File: config.mk
export PLATFORM = sky130hd
export DESIGN_NAME = clk_div_prog
export DESIGN_NICKNAME = d
export VERILOG_FILES = /design/src/rtl/clk_div_prog.sv
export SDC_FILE = /design/constraint.sdc
export NUM_CORES = 1
export LEC_CHECK = 0
export BUFFER_PORTS_ARGS = -buffer_cell sky130_fd_sc_hd__buf_4
export CAP_MARGIN = 20
export CORE_MARGIN = 3
export CORE_UTILIZATION = 40
export CTS_BUF_LIST = sky130_fd_sc_hd__clkbuf_8
export CTS_CLUSTER_SIZE = 28
export DETAILED_ROUTE_END_ITERATION = 8
export PLACE_DENSITY = 0.58
export SLEW_MARGIN = 40
export SYNTH_ARGS = -nofsm -noshare
export SYNTH_HDL_FRONTEND = slang
export SYNTH_SLANG_ARGS = --single-unit
File: constraint.sdc
create_clock -name clk1 -period 4.9 [get_ports clk1]
set_input_delay 0.245 -clock clk1 [delete_from_list [all_inputs] [get_ports clk1]]
set_output_delay 0.245 -clock clk1 [all_outputs]
set_load 0.005 [all_outputs]
File: src/rtl/clk_div_prog.sv
// clk_div_prog: programmable, runtime-reloadable clock divider / tick generator.
// Produces either a divided square wave (toggle mode) or a one-cycle strobe
// (pulse mode) on y, plus a per-wrap tick. New divisors are staged in a
// pending register and only take effect at a period boundary, so the output
// never sees a truncated or stretched period caused by a mid-period reload.
module clk_div_prog #(
  parameter int unsigned           WIDTH       = 26,
  parameter logic [WIDTH-1:0]      DEFAULT_DIV = 60000000
) (
  input  logic             clk1,
  input  logic             rst,
  input  logic             en,
  input  logic             mode,
  input  logic             div_load,
  input  logic [WIDTH-1:0] div_in,
  output logic             y,
  output logic             tick,
  output logic [WIDTH-1:0] count,
  output logic             load_ack,
  output logic             load_err
);

  typedef enum logic {
    MODE_TOGGLE = 1'b0,
    MODE_PULSE  = 1'b1
  } mode_e;

  localparam logic [WIDTH-1:0] ONE = {{(WIDTH-1){1'b0}}, 1'b1};

  // State registers and their next-state values
  logic [WIDTH-1:0] count_q,  count_d;
  logic [WIDTH-1:0] d_act_q,  d_act_d;
  logic [WIDTH-1:0] d_pend_q, d_pend_d;
  logic             pend_v_q, pend_v_d;
  mode_e            mode_q,   mode_d;
  logic             y_q,      y_d;
  logic             tick_q,   tick_d;
  logic             load_ack_q, load_ack_d;
  logic             load_err_q, load_err_d;

  // Decoded per-cycle conditions
  mode_e            mode_in;
  logic             last_cnt;
  logic             wrap;
  logic             load_ok;
  logic             load_bad;

  assign mode_in  = mode_e'(mode);
  // D_act is never 0, so D_act-1 cannot underflow; >= guards against any
  // count that somehow exceeds the active divisor.
  assign last_cnt = (count_q >= (d_act_q - ONE));
  assign wrap     = en && last_cnt;
  assign load_ok  = div_load && (div_in != '0);
  assign load_bad = div_load && (div_in == '0);

  // Next-state: counter, divisor staging/apply, mode latch and output shaping
  always_comb begin
    count_d    = count_q;
    d_act_d    = d_act_q;
    d_pend_d   = d_pend_q;
    pend_v_d   = pend_v_q;
    mode_d     = mode_q;
    y_d        = y_q;
    tick_d     = 1'b0;
    load_ack_d = 1'b0;
    load_err_d = load_bad;

    // In pulse mode y mirrors tick, so it is low on every non-wrap edge.
    if (mode_q == MODE_PULSE) begin
      y_d = 1'b0;
    end

    if (wrap) begin
      count_d = '0;
      tick_d  = 1'b1;
      mode_d  = mode_in;
      if (mode_in == MODE_PULSE) begin
        y_d = 1'b1;
      end else if (mode_q == MODE_PULSE) begin
        // Leaving pulse mode: start the square wave high on this wrap.
        y_d = 1'b1;
      end else begin
        y_d = ~y_q;
      end
      // A load landing on the wrap cycle bypasses the pending register and
      // supersedes anything already pending.
      if (load_ok) begin
        d_act_d    = div_in;
        pend_v_d   = 1'b0;
        load_ack_d = 1'b1;
      end else if (pend_v_q) begin
        d_act_d    = d_pend_q;
        pend_v_d   = 1'b0;
        load_ack_d = 1'b1;
      end
    end else if (!en && pend_v_q) begin
      // Idle with a pending divisor: apply immediately and restart the count
      // so the new divisor always begins from zero.
      count_d    = '0;
      d_act_d    = d_pend_q;
      pend_v_d   = 1'b0;
      load_ack_d = 1'b1;
      if (load_ok) begin
        d_pend_d = div_in;
        pend_v_d = 1'b1;
      end
    end else begin
      if (en) begin
        count_d = count_q + ONE;
      end
      if (load_ok) begin
        d_pend_d = div_in;
        pend_v_d = 1'b1;
      end
    end
  end

  // State register with synchronous active-high reset
  always_ff @(posedge clk1) begin
    if (rst) begin
      count_q    <= '0;
      d_act_q    <= DEFAULT_DIV;
      d_pend_q   <= DEFAULT_DIV;
      pend_v_q   <= 1'b0;
      mode_q     <= MODE_TOGGLE;
      y_q        <= 1'b0;
      tick_q     <= 1'b0;
      load_ack_q <= 1'b0;
      load_err_q <= 1'b0;
    end else begin
      count_q    <= count_d;
      d_act_q    <= d_act_d;
      d_pend_q   <= d_pend_d;
      pend_v_q   <= pend_v_d;
      mode_q     <= mode_d;
      y_q        <= y_d;
      tick_q     <= tick_d;
      load_ack_q <= load_ack_d;
      load_err_q <= load_err_d;
    end
  end

  assign y        = y_q;
  assign tick     = tick_q;
  assign count    = count_q;
  assign load_ack = load_ack_q;
  assign load_err = load_err_q;

endmodule

==> results.yml <==
detailed_routing:
  final_antenna_net_count: 0
  avgViaCountPerCell: 5.280
  wl_per_cell_um: 14.91
  vias: 3812
  first_pass_iters: 4
  drt-total-wl_mm: 10.76
  drt_first_iter_violations: 220
  drcViolationCount: 0
power_and_ir_drop:
  finalPower_mw: 1.356
  p_int_mw: 1.001
  power_leakage_nw: 2.225
  power_density_mw_per_mm2: 252.7
  combPwrFrac: 0.108
  pwr-share-clk: 0.358
  vdd_ir_drop_max_v: 0.0001525
  netSwitchingFraction: 0.2621
  p_sw_uw: 355.4
  seqPwrFrac: 0.534
grt:
  grt_max_degree: 61
  grt_pass1_wl_mm: 18.26
  grt_pass1_vias: 3695
  antenna_found_initial: 0
  grt_usage: 0.1737
  grt.overflow.total: 0
synth:
  syn_avg_cell_area_um2: 8.873
  synthDistinctLibCells: 50
  ys_seq_elements: 84
  synth-edff-count: 0
  yosys_warnings: 0
  postSynthCellCount: 524
  dominantRegCellSynth: "dfxtp_1"
  synth_nets: 583
  ys_seq_area_frac: 0.3617
  async_reset_ff_frac: 0
  syn_area_mm2: 0.004649
critical_path:
  end_kind: "flip-flop"
  critPathRequiredTime_ns: 5.13
  critical_path.startpoint: "d_act_q[2]"
  critPathKind: "reg2reg"
  reg2reg_from: "d_act_q[2]"
  worstPathMaxFanout: 27
  cp.arrival_ns: 4.65
  worstSetupStartpointType: "flip-flop"
finish:
  antenna_cells: 0
  fin_util: 0.4844
  final_common_cell: "dfxtp_1"
  fin_nets: 637
  num-fill-cells: 1107
  syn2layout_area_growth_pct: 15.42
  mostFrequentLayoutCells: "dfxtp_1, nor2_1, buf_4"
  layout-drive-gt1-share: 0.1787
place:
  dp_slack_ns: 0.4577
  place.gp.congestion: 0.7858
  io_buffers: 60
  hpwlAfterDp_mm: 7.871
sta:
  relSlewSlack: 0.5129
  skew_ns: 0.01277
  worst_pin_slew_ns: 0.7306
  slew_viol_final: 0
  worst_slack_ns: 0.4864
  post-route-period-util: 0.9007
  setup_viol: 0
  finalSetupTns_ns: 0
  max_freq_mhz: 226.6
  rsz0062_at_grt: "no"
  fin_crit_ns: 4.414
  hold_viol: 0
clock_tree:
  clockRootBuffer: "clkbuf_8"
  clockBufferDepth: 2
  postCtsSetupBuffers: 0
  cts_sinks: 84
  hold_buffers: 0
  cts.htree.levels: 3
  cts_resized: 0
  clkSlewWorstSetupHoldPaths_ns: 0.09
  cts_tree: "done"
  cts_buffers: 9
  insertion_delay_ns: 0.36
floorplanning:
  coreArea_mm2: 0.01108
  ios: 61
  die_h_um: 113.8
  die-area_mm2: 0.01295
  row_count: 38
  initial_core_util: 0.4197
  die_w_um: 113.8
job:
  max-cap-violations: 0
worst_hold_path:
  hold_start: "div_in[24]"
  hold_path_class: "in2reg"
status:
  outcome: "finished clean"
==> worst paths after layout <==
check,to,slack (ns),depth (start not counted)
worst max register to register,d_pend_q[4],0.49,17
worst min-delay path,d_pend_q[24],0.1,2
worst max-delay path,d_pend_q[4],0.49,17
worst min register to register,d_act_q[5],0.47,2
==> kinds of logic after synthesis <==
family                     after synthesis  share of synthesized area
and+or+nand+nor                        217                     0.2260
adders and majority gates               28                    0.07535
xor gates and xnor gates                49                    0.09230
muxes                                   18                    0.03875
AOI/OAI and AO/OA                       79                     0.1523
buffers and inverters                   49                    0.05355
DFF                                     84                     0.3617
==> flip-flops by register name (all words and copies together) (netlist names) <==
register and count:
mode_q 1, d_act_q 26, load_ack 1, pend_v_q 1
load_err 1, count 26, y 1, tick 1
d_pend_q 26
==> layer usage <==
layer | global-route usage | wire length (um) | vias up
met4 | 0.06097 | 198 | 0
met3 | 0.03342 | 416 | 15
met1 | 0.2492 | 5571 | 1777
met2 | 0.2603 | 4575 | 61
met5 | 0 | 0 | -
li1 | - | - | 1959
==> cells in the mapped netlist, types with 2 or more instances <==
master	count	area, um^2
dfxtp_1	84	1682
ha_1	28	350.3
buf_2	7	35.03
nand4_1	12	75.07
and2_1	2	12.51
a221oi_1	4	35.03
nand2b_1	2	12.51
or3_1	2	12.51
and2b_1	5	37.54
buf_6	5	56.30
nor2b_1	6	37.54
buf_4	2	15.01
and3_1	4	25.02
nor4_1	13	81.33
or4_1	3	22.52
clkbuf_1	8	30.03
xor2_1	26	227.7
o31a_1	2	17.52
nor2_1	78	292.8
xnor2_1	23	201.4
inv_1	26	97.59
nand2_1	59	221.5
a21oi_1	24	120.1
a32oi_1	10	87.58
mux2i_1	18	180.2
nor3_1	10	50.05
nor4_4	2	42.54
nand3b_1	2	15.01
a211oi_1	3	22.52
nand3_1	11	55.05
a211o_1	11	96.34
o21ai_0	2	10.01
a221oi_2	13	195.2
==> power by group through the flow <==
stage | combinational, mW | clock, mW | sequential [mW]
2_1_floorplan | 0.100 | 0 | 0.735
3_3_place_gp | 0.144 | 0 | 0.739
3_5_place_dp | 0.146 | 0 | 0.740
4_1_cts | 0.148 | 0.499 | 0.724
5_1_grt | 0.165 | 0.527 | 0.727
6_report | 0.147 | 0.485 | 0.724
==> critical path, stage by stage, from the launching register on <==
cell       delay [ns]
dfxtp_1          0.36
nor4_1           0.56
and4bb_1         0.35
nand2_1          0.13
nor4_4           0.24
nand2_2          0.13
nor3_1           0.20
xnor2_1          0.16
ha_1             0.27
nand4_1          0.13
inv_1            0.05
a221o_1          0.34
o2bb2ai_1        0.22
nor4_4           0.23
buf_4            0.35
buf_4            0.29
mux2i_1          0.22
nor2_1           0.05
==> per-stage QoR <==
stage	area [um^2]	std cells	hold slack, ns
finish	5366	722	0.09908
global route	5366	722	0.09395
CTS	5364	722	0.08236
detailed placement	5181	707	0.4616
global placement	5181	707	0.4564
floorplan	4649	524	0.3628
==> final cells by class <==
class | count | area [um^2] | area share
multi-input combinational | 391 | 2721 | 0.5071
sequential | 84 | 1682 | 0.3134
inverter | 26 | 97.59 | 0.01819
timing repair buffer | 66 | 508.0 | 0.09466
clock buffer | 9 | 123.9 | 0.02308
clock inverter | 6 | 58.81 | 0.01096
tap | 140 | 175.2 | 0.03264
Power figures use the tool's default switching activity.
